## src/rtl/fetch_controller.sv

```systemverilog
// Instruction-fetch sequencer: PC register, per-cycle fetch into a small FIFO, valid/ready to decode.
// Latency: start -> first instruction valid 2 cycles later; redirect -> new stream valid 2 cycles later.
// Backpressure: a full FIFO without a pop stalls fetch and holds the PC; push+pop together keeps one per cycle.
module fetch_controller #(
    parameter int ADDR_WIDTH  = 8,
    parameter int INSTR_WIDTH = 32,
    parameter int RESET_PC    = 0,
    parameter int PC_STEP     = 4,
    parameter int FIFO_DEPTH  = 2
) (
    input  logic                   clk_i,
    input  logic                   rst_i,
    input  logic                   start_i,
    input  logic                   halt_i,
    input  logic                   redirect_valid_i,
    input  logic [ADDR_WIDTH-1:0]  redirect_pc_i,
    output logic [ADDR_WIDTH-1:0]  mem_address_o,
    input  logic [INSTR_WIDTH-1:0] mem_instruction_i,
    output logic                   instr_valid_o,
    output logic [INSTR_WIDTH-1:0] instr_o,
    output logic [ADDR_WIDTH-1:0]  instr_pc_o,
    input  logic                   instr_ready_i,
    output logic                   busy_o,
    output logic                   halted_o
);
    localparam int PTR_W = $clog2(FIFO_DEPTH);
    localparam int CNT_W = PTR_W + 1;

    typedef enum logic [1:0] {IDLE, RUN, HALTED} state_t;

    typedef struct packed {
        logic [ADDR_WIDTH-1:0]  pc;
        logic [INSTR_WIDTH-1:0] instr;
    } entry_t;

    state_t                state_q, state_d;
    logic [ADDR_WIDTH-1:0] fetch_pc_q, fetch_pc_d;
    entry_t                fifo_q [FIFO_DEPTH];
    entry_t                fifo_d [FIFO_DEPTH];
    logic [PTR_W-1:0]      rd_ptr_q, rd_ptr_d;
    logic [PTR_W-1:0]      wr_ptr_q, wr_ptr_d;
    logic [CNT_W-1:0]      count_q, count_d;

    logic pop;
    logic push;
    logic full;

    always_comb begin
        full = (count_q == CNT_W'(FIFO_DEPTH));
        pop  = (count_q != '0) && instr_ready_i && !redirect_valid_i;
        // The halt cycle itself never fetches, so the PC stays on the next unfetched address.
        push = (state_q == RUN) && !redirect_valid_i && !halt_i && (!full || pop);

        state_d = state_q;
        if (halt_i) begin
            if (state_q == RUN) state_d = HALTED;
        end else if (start_i) begin
            if (state_q == IDLE || state_q == HALTED) state_d = RUN;
        end

        fetch_pc_d = fetch_pc_q;
        fifo_d     = fifo_q;
        rd_ptr_d   = rd_ptr_q;
        wr_ptr_d   = wr_ptr_q;
        count_d    = count_q;

        if (redirect_valid_i) begin
            fetch_pc_d = redirect_pc_i;
            rd_ptr_d   = '0;
            wr_ptr_d   = '0;
            count_d    = '0;
        end else begin
            if (push) begin
                fifo_d[wr_ptr_q] = '{pc: fetch_pc_q, instr: mem_instruction_i};
                wr_ptr_d         = wr_ptr_q + 1'b1;
                fetch_pc_d       = fetch_pc_q + ADDR_WIDTH'(PC_STEP);
            end
            if (pop) rd_ptr_d = rd_ptr_q + 1'b1;
            case ({push, pop})
                2'b10:   count_d = count_q + 1'b1;
                2'b01:   count_d = count_q - 1'b1;
                default: count_d = count_q;
            endcase
        end
    end

    always_ff @(posedge clk_i or posedge rst_i) begin
        if (rst_i) begin
            state_q    <= IDLE;
            fetch_pc_q <= ADDR_WIDTH'(RESET_PC);
            rd_ptr_q   <= '0;
            wr_ptr_q   <= '0;
            count_q    <= '0;
            for (int i = 0; i < FIFO_DEPTH; i++) fifo_q[i] <= '0;
        end else begin
            state_q    <= state_d;
            fetch_pc_q <= fetch_pc_d;
            rd_ptr_q   <= rd_ptr_d;
            wr_ptr_q   <= wr_ptr_d;
            count_q    <= count_d;
            for (int i = 0; i < FIFO_DEPTH; i++) fifo_q[i] <= fifo_d[i];
        end
    end

    assign mem_address_o = fetch_pc_q;
    assign instr_valid_o = (count_q != '0);
    assign instr_o       = fifo_q[rd_ptr_q].instr;
    assign instr_pc_o    = fifo_q[rd_ptr_q].pc;
    assign busy_o        = (state_q == RUN) || (count_q != '0);
    assign halted_o      = (state_q == HALTED);

endmodule

```

## config.mk

```make
export PLATFORM = sky130hd
export DESIGN_NAME = fetch_controller
export DESIGN_NICKNAME = d
export VERILOG_FILES = /design/src/rtl/fetch_controller.sv
export SDC_FILE = /design/constraint.sdc
export NUM_CORES = 1
export LEC_CHECK = 0
export CAP_MARGIN = 20
export CORE_MARGIN = 2
export CORE_UTILIZATION = 30
export CTS_BUF_LIST = sky130_fd_sc_hd__clkbuf_16
export CTS_CLUSTER_SIZE = 16
export DETAILED_ROUTE_END_ITERATION = 16
export PLACE_DENSITY_LB_ADDON = 0.05
export SLEW_MARGIN = 20
export SYNTH_ARGS = -nofsm -noshare
export SYNTH_HDL_FRONTEND = slang
export SYNTH_SLANG_ARGS = --single-unit
```

## constraint.sdc

```tcl
create_clock -name clk_i -period 4.4 [get_ports clk_i]
set_clock_uncertainty 0.05 [all_clocks]
set_input_delay 0.88 -clock clk_i [delete_from_list [all_inputs] [get_ports clk_i]]
set_output_delay 0.88 -clock clk_i [all_outputs]
set_load 0.005 [all_outputs]
```

==> run metrics, run 1 <==
Net count, final=between 400 and 500; Max Cap Viol=0; vias per std cell=4.69; core area=0.0144 mm²; setup slack, reg-to-reg=1.87 ns; Die H=between 100 and 150 µm; Synth top area share=53.6%; Post-synth EDFFs=0; CTS Hold Buffers Added=0; Skew-Pair Late Insertion Delay=0.34 ns; final worst path period need=3.28 ns; Ys Warns=0; grt ovf=0; pwr dens=594 mW/mm²; unrepaired setup endpoints after global routing=false; final std cell area, no fill=0.00587 mm²; crit end category=output pin; Post-DP HPWL=6270 µm; first-pass GRT wire length=roughly 16000 µm; clock sinks=94; Min-Delay Path Class=register to register; final setup fails=0; chip width=around 120 µm; GRT Overall Usage=13.1%; Slew Limit Fails=0; PostCTS Resize Cnt=0; Die ar.=0.0156 mm²; critical path cell sequence=buf_4 > mux2_2 > clkdlybuf4s50_1; reg2reg start=state_q[0]; startpoint types=register; CP max stage delay=around 0.73 ns; Synth-to-Final Area Change=33.7%; drt total wl=9750 µm; count leader, synth=dfrtp_1; Slew @ Worst Pin=0.709 ns; Reg-to-Reg End=fifo_q[50]; H-Tree Depth=3; Reg2Reg Depth=4; Cell Rows=44; Num CTS Buffers=9; clk buf depth=2; num ports=97; Primary FF master, synth=dfrtp_1; Top delay family on crit path=buffers and inverters; vias in the first global route=2959; Avg WL per Cell=16.6 µm; I/O Buffers=96; Starting DRT DRC Count=134; static leakage=2.67 nW; hold endpoint=fifo_q[31]; Setup Total Neg Slack=0 ns; crit share post-route=74.4%; DRC=0; hold depth=1; initial antenna violation count=0; Mapped Nets=347; largest net degree at the start of global routing=78; synthesized flop and latch total=94; VDD IR max=between 0.2 and 0.25 mV; critical-path maximum fanout=21; Initial Utilization=30.4%; DR pass1 iterations=4; total number of vias=2746; GP Congestion=between 0.7 and 0.8; area leader, netlist=dfrtp_1; Worst Path Arrival=~2.4 ns; WP buf/inv=2; final hold viol count=0; clk root buf=clkbuf_16; cell area after synthesis=0.00439 mm²; sequential area share after synthesis=53.6%; Final ANT Viol Nets=0; Area after DPL=between 0.005 and 0.006 mm²; fill cell count=~1400; Post-synth top cells=dfrtp_1, mux2_2, mux2_4; worst setup path category=register to output pin; beginning of the worst hold path=fifo_q[31]; Worst EP required=3.47 ns; Max-slew headroom=between 50 and 60%; CTS tree=built; Mean Syn Cell Area=approximately 15 µm²; fraction of registers with async set/reset=100%; n_diodes=0; share of cells above drive strength 1=between 30% and 40%; status=completed; post-synthesis instance total=300; fmax=305 MHz; top post-synthesis cells by area=dfrtp_1, mux2_2, mux2_4; Unique masters post-synth=37; Post-CTS Setup Bufs=0; CP max stage cell=dfrtp_2; clk slew on worst S/H paths=0.07 ns
## layout by cell type (no fill, tap or decap), types with 2 or more instances in the layout
cell	n
a211oi_1	2
a21oi_1	3
a31oi_1	6
buf_4	9
bufinv_16	2
clkbuf_16	9
clkdlybuf4s50_1	96
clkinv_4	2
dfrtp_1	93
inv_1	5
mux2_2	82
mux2_4	40
nand2_1	2
nand3_1	3
nor2_1	8
nor3b_1	2
nor4b_1	2
o21ai_0	6
o31ai_1	3
or3_1	2
or4_1	3
## stage by stage
stage | worst slack [ns] | total power [mW] | util [%] | hold WS [ns] | instances
after floorplan | 1.02 | 2.07 | - | 0.425 | 300
after global placement | 0.935 | 2.67 | 38.5 | 0.433 | 570
after detailed placement | 0.898 | 2.68 | 38.5 | 0.440 | 570
after CTS | 1.06 | 3.54 | 40.7 | 0.455 | 586
after global routing | 1.00 | 3.70 | 40.7 | 0.467 | 586
final | 1.12 | 3.49 | 40.7 | 0.453 | 586
## final cells by class
cell class                 count  area (µm²)  share of cell area, %
clock inverter                 7        90.1                   1.54
clock buffer                   9         225                   3.84
inverter                       5        23.8                  0.405
timing repair buffer         105        1030                   17.5
tap                          184         230                   3.92
sequential                    94        2350                   40.1
multi-input combinational    182        1920                   32.7
## state kept, by name, indices dropped and copies added, names as in the netlist
signal         flops
wr_ptr_q           1
rd_ptr_q           1
fifo_q            80
mem_address_o      8
count_q            2
state_q            2
## worst max-delay path by stage
stage              from            end  slack [ns]  cells after the start
2_1_floorplan     rst_i     count_q[0]        1.02                      1
3_3_place_gp     halt_i     fifo_q[61]        0.93                      5
3_5_place_dp     halt_i     fifo_q[44]        0.90                      5
4_1_cts        rd_ptr_q  instr_pc_o[0]        1.06                      3
5_1_grt        rd_ptr_q  instr_pc_o[2]        1.00                      3
6_report       rd_ptr_q    instr_o[19]        1.12                      3
## where the power goes
part / internal (mW) / switching (mW) / total, mW
clock network: 0.495 / 0.332 / 0.827
logic: 0.923 / 0.354 / 1.28
registers: 1.19 / 0.195 / 1.38
## cells by family after synthesis
logic type	synth area share, %
AOI/OAI and AO/OA	3.51
xor gates and xnor gates	0.399
adders and majority gates	0.285
buffers and inverters	2.82
DFF	53.6
muxes	34.7
and+or+nand+nor	4.70
## worst reg2reg max path, stage by stage (launching register included)
cell and delay (ns):
dfrtp_1 0.46, or3b_1 0.56, or4_2 0.70, buf_4 0.29
mux2_4 0.36
## layer usage
| layer | GRT usage [%] | wire length, µm | vias to the layer above |
|---|---|---|---|
| li1 | - | - | 1283 |
| met1 | 17.7 | 4660 | 1388 |
| met2 | 20.0 | 4470 | 66 |
| met3 | 4.92 | 495 | 9 |
| met4 | 3.59 | 119 | 0 |
| met5 | 0 | 0 | - |
Note: power is estimated with default switching activity, not from simulation.
==> run 2: changes to the inputs <==
Clock period 4.4 ns to 2.8 ns, I/O delays scaled along.
==> run 2 against run 1 <==
Setup slack got worse by 0.91 ns. Largest power group unchanged. Cell count is 0.68% higher. Routed wire length grew 0.63%. Via count is 0.69% higher. Final area increased by 1.0%. Global-route usage fell by 0.20 points. Count of clock-buffer cells in the layout unchanged. Sequential power increased by 57%. Clock power rose by 44%. Largest cell class unchanged.
==> run metrics, run 2 (synthesis results as in run 1) <==
static leakage=2.69 nW (+0.81%); n_diodes=0 (unchanged); GR Util met2=20.0% (+0.064 points); grt peak-use layer=met2; crit share post-route=92.3%; Slew Limit Fails=0 (unchanged); leading cell type in the layout, fill and taps excluded=clkdlybuf4s50_1; CP max stage delay=0.55 ns (-0.18 ns); Avg WL per Cell=16.6 µm (about the same); clock sinks=94 (unchanged); first-pass GRT wire length=15800 µm (-1.7%); WP buf/inv=2 (unchanged); Post-DP HPWL=6370 µm (+1.6%); worst setup path category=register to output pin; grt ovf=0 (unchanged); Final ANT Viol Nets=0 (unchanged); GR Util met3=4.32% (-0.60 points); Skew-Pair Late Insertion Delay=0.34 ns (about the same); Slew @ Worst Pin=0.404 ns (-0.306 ns); Initial Utilization=30.4% (unchanged); clk root buf=clkbuf_16; I/O Buffers=96 (unchanged); final std cell area, no fill=0.00593 mm² (+1.0%); largest net degree at the start of global routing=65 (-17%); Setup Total Neg Slack=0 ns (unchanged); DR pass1 iterations=4 (unchanged); Worst EP required=2.19 ns (-1.28 ns); status=completed; vias per std cell=4.69 (about the same); setup slack, reg-to-reg=0.52 ns (-1.35 ns); chip width=125 µm (unchanged); unrepaired setup endpoints after global routing=false; Crit. Startpoint=rd_ptr_q; VDD IR max=0.365 mV (+64%); Min-Delay Path Class=register to register; Post-CTS Setup Bufs=0 (unchanged); reg2reg start=state_q[1]; Post-Place Worst Slack=-0.0314 ns (-0.929 ns); pwr dens=910 mW/mm² (+53%); clk buf depth=2 (unchanged); Worst Path Arrival=1.97 ns (-0.38 ns); critical path cell sequence=buf_4 > mux2_2 > clkdlybuf4s50_1; Area after DPL=0.00564 mm² (+1.7%); Final Power=5.39 mW (+55%); hold_ws=0.452 ns (-0.000673 ns); Net count, final=448 (+0.90%); Synth-to-Final Area Change=35.0%; initial antenna violation count=0 (unchanged); Top delay family on crit path=buffers and inverters; Die H=125 µm (unchanged); DRC=0 (unchanged); total number of vias=2765 (+0.69%); Biggest register=fifo_q; drt total wl=9810 µm (+0.63%); core area=0.0144 mm² (unchanged); hold depth=1 (unchanged); max reg flops=80 (unchanged); GP Congestion=0.667 (-5.2%); critical-path maximum fanout=11 (-48%); Max-slew headroom=73.1% (+20 points); final worst path period need=2.58 ns; beginning of the worst hold path=fifo_q[11]; clk slew on worst S/H paths=0.06 ns (about the same); CP max stage cell=dfrtp_2; Die ar.=0.0156 mm² (unchanged); vias in the first global route=2872 (-2.9%); Critical Path Stages=3 (unchanged); PostCTS Resize Cnt=0 (unchanged); final setup fails=0 (unchanged); GRT Overall Usage=12.9% (-0.20 points); Max Cap Viol=0 (unchanged); CTS tree=built; startpoint types=register; post-layout util=41.1% (+0.41 points); H-Tree Depth=3 (unchanged); Placed Instances=574 (+0.70%); met1 Usage GRT=17.5% (-0.15 points); Reg2Reg Depth=4 (unchanged); crit end category=output pin; non-filler cells, final=590 (+0.68%); num ports=97 (unchanged); final hold viol count=0 (unchanged); share of cells above drive strength 1=38.2% (+0.12 points); Starting DRT DRC Count=88 (-34%); fmax=about 390 MHz; PnR worst setup slack=0.216 ns (-0.909 ns); CTS Hold Buffers Added=0 (unchanged); most frequent cells in the layout=clkdlybuf4s50_1, dfrtp_1, mux2_2, mux2_4, clkbuf_16; Cell Rows=44 (unchanged); Num CTS Buffers=9 (unchanged)
[run 2: worst paths after layout]
check | end
setup / recovery | instr_pc_o[2]
hold / removal | fifo_q[11]
setup reg to reg | fifo_q[53]
hold reg to reg | fifo_q[11]
max in group asynchronous | fifo_q[65]
min in group asynchronous | fifo_q[9]
[run 2: final cells by class]
class	count	area (µm²)
Inverter	5	22.5
Multi-Input combinational cell	182	1920
Timing Repair Buffer	109	1120
Sequential cell	94	2350
Tap cell	184	230
Clock inverter	7	57.6
Clock buffer	9	225
Fill cell	1378	8500
[run 2: metal layers]
| layer | wire (µm) | up-vias |
|---|---|---|
| met3 | 439 | 10 |
| met2 | 4620 | 56 |
| met4 | 116 | 0 |
| met1 | 4630 | 1405 |
| met5 | 0 | - |
| li1 | - | 1294 |
[run 2: report_power, final]
part	switching, mW	leakage, nW	internal, mW
combinational	0.566	1.35	1.47
sequential	0.298	1.20	1.86
clock	0.511	0.143	0.678
total	1.38	2.69	4.02
==> run 3: changes to the inputs <==
Settings changed: MAX_ROUTING_LAYER from default to met4, SLEW_MARGIN 20 to 10.
==> run 3 against run 2 <==
Global-route usage is 0.40 points higher. Die area stayed put. Cell count stayed put. Worst hold slack hardly changed. First-iteration DRC count is 4.5% lower. Final area stayed put. Maximum frequency is 0.16% lower. Sequential share of layout area stayed put. Combinational power hardly changed. Utilization stayed put. Critical endpoint unchanged. Largest cell class unchanged.
==> run metrics, run 3 (synthesis results as in run 1) <==
num ports=97 (unchanged); static leakage=2.69 nW (unchanged); GP Congestion=0.673 (+0.96%); Worst EP required=2.19 ns (about the same); crit end category=output pin; Post-Place Worst Slack=-0.0314 ns (unchanged); I/O Buffers=96 (unchanged); DRC=0 (unchanged); WP buf/inv=2 (unchanged); part of the power in registers=40.1% (about the same); Max-slew headroom=73.1% (about the same); Max Cap Viol=0 (unchanged); clk root buf=clkbuf_16; PnR worst setup slack=0.212 ns (-0.00426 ns); chip width=125 µm (unchanged); non-filler cells, final=590 (unchanged); pwr dens=911 mW/mm² (about the same); grt ovf=0 (unchanged); Cell Rows=44 (unchanged); Final ANT Viol Nets=0 (unchanged); GRT Overall Usage=13.3% (+0.40 points); Synth-to-Final Area Change=35.0% (unchanged); CTS tree=built; first-pass GRT wire length=15800 µm (about the same); Die H=125 µm (unchanged); Area after DPL=0.00564 mm² (unchanged); Top delay family on crit path=buffers and inverters; startpoint types=register; n_diodes=0 (unchanged); leading cell type in the layout, fill and taps excluded=clkdlybuf4s50_1; Avg WL per Cell=16.7 µm (+0.17%); worst setup path category=register to output pin; clk buf depth=2 (unchanged); Post-CTS Setup Bufs=0 (unchanged); PostCTS Resize Cnt=0 (unchanged); total number of vias=2771 (+0.22%); Pint=4.02 mW (about the same); Sw Pwr=1.38 mW (+0.36%); final setup fails=0 (unchanged); crit share post-route=92.4% (+0.15 points); most frequent cells in the layout=clkdlybuf4s50_1, dfrtp_1, mux2_2, mux2_4, clkbuf_16; largest net degree at the start of global routing=65 (unchanged); H-Tree Depth=3 (unchanged); final hold viol count=0 (unchanged); Initial Utilization=30.4% (unchanged); Biggest register=fifo_q; critical path cell sequence=buf_4 > mux2_2 > clkdlybuf4s50_1; drt total wl=9820 µm (+0.17%); hold_ws=0.452 ns (-0.000321 ns); Slew Limit Fails=0 (unchanged); clock sinks=94 (unchanged); final std cell area, no fill=0.00593 mm² (unchanged); Post-DP HPWL=6370 µm (unchanged); fmax=386 MHz (-0.16%); Switching Share=25.6% (+0.067 points); status=completed; Min-Delay Path Class=register to register; VDD IR max=0.365 mV (about the same); vias per std cell=4.70 (+0.22%); Clk pwr share=22.1% (about the same); Num CTS Buffers=9 (unchanged); DR pass1 iterations=4 (unchanged); core area=0.0144 mm² (unchanged); CP max stage cell=dfrtp_2; share of cells above drive strength 1=38.2% (unchanged); Combinational Power Share=37.8% (about the same); max reg flops=80 (unchanged); Skew-Pair Late Insertion Delay=0.34 ns (about the same); Worst Path Arrival=1.98 ns (about the same); critical-path maximum fanout=11 (unchanged); vias in the first global route=2870 (-0.070%); Starting DRT DRC Count=84 (-4.5%); initial antenna violation count=0 (unchanged); Net count, final=448 (unchanged); CTS Hold Buffers Added=0 (unchanged); Die ar.=0.0156 mm² (unchanged); CP max stage delay=0.55 ns (about the same); clk slew on worst S/H paths=0.06 ns (about the same); Slew @ Worst Pin=0.403 ns (-0.000639 ns); Placed Instances=574 (unchanged); final worst path period need=2.59 ns (+0.00426 ns); unrepaired setup endpoints after global routing=false
run 3: per-stage QoR:
step                setup TNS [ns]  util, %  total power [mW]
detailed placement          -0.837     39.1              4.25
floorplan                        0        -              3.25
finish                           0     41.1              5.40
global route                     0     41.1              5.75
CTS                              0     41.1              5.49
global placement            -0.619     39.1              4.22
run 3: cell type report:
type	count	area [µm²]
Fill cell	1378	8500
Sequential cell	94	2350
Multi-Input combinational cell	182	1920
Timing Repair Buffer	109	1120
Tap cell	184	230
Clock buffer	9	225
Clock inverter	7	57.6
Inverter	5	22.5
run 3: path summary, 6_finish.rpt:
kind / start / end / slack [ns] / cells past startpoint
setup / recovery: rd_ptr_q / instr_pc_o[2] / 0.21 / 3
hold / removal: fifo_q[11] / fifo_q[11] / 0.45 / 1
setup reg to reg: state_q[1] / fifo_q[53] / 0.51 / 4
hold reg to reg: fifo_q[11] / fifo_q[11] / 0.45 / 1
max in group asynchronous: rst_i / fifo_q[26] / 1.74 / 3
min in group asynchronous: rst_i / fifo_q[9] / 0.61 / 3
run 3: power by group through the flow:
stage | logic [mW] | registers (mW) | clock network, mW
finish | 2.04 | 2.16 | 1.19
global route | 2.20 | 2.24 | 1.31
CTS | 2.08 | 2.17 | 1.24
detailed placement | 2.07 | 2.18 | 0
global placement | 2.05 | 2.18 | 0
floorplan | 1.17 | 2.08 | 0
run 3: per-layer routing:
metal | vias to the layer above | GRT usage (%) | wire length [µm]
met4 | 0 | 3.33 | 104
met2 | 59 | 19.9 | 4630
met3 | 8 | 4.15 | 422
li1 | 1294 | - | -
met1 | 1410 | 17.8 | 4670
met5 | - | - | 0
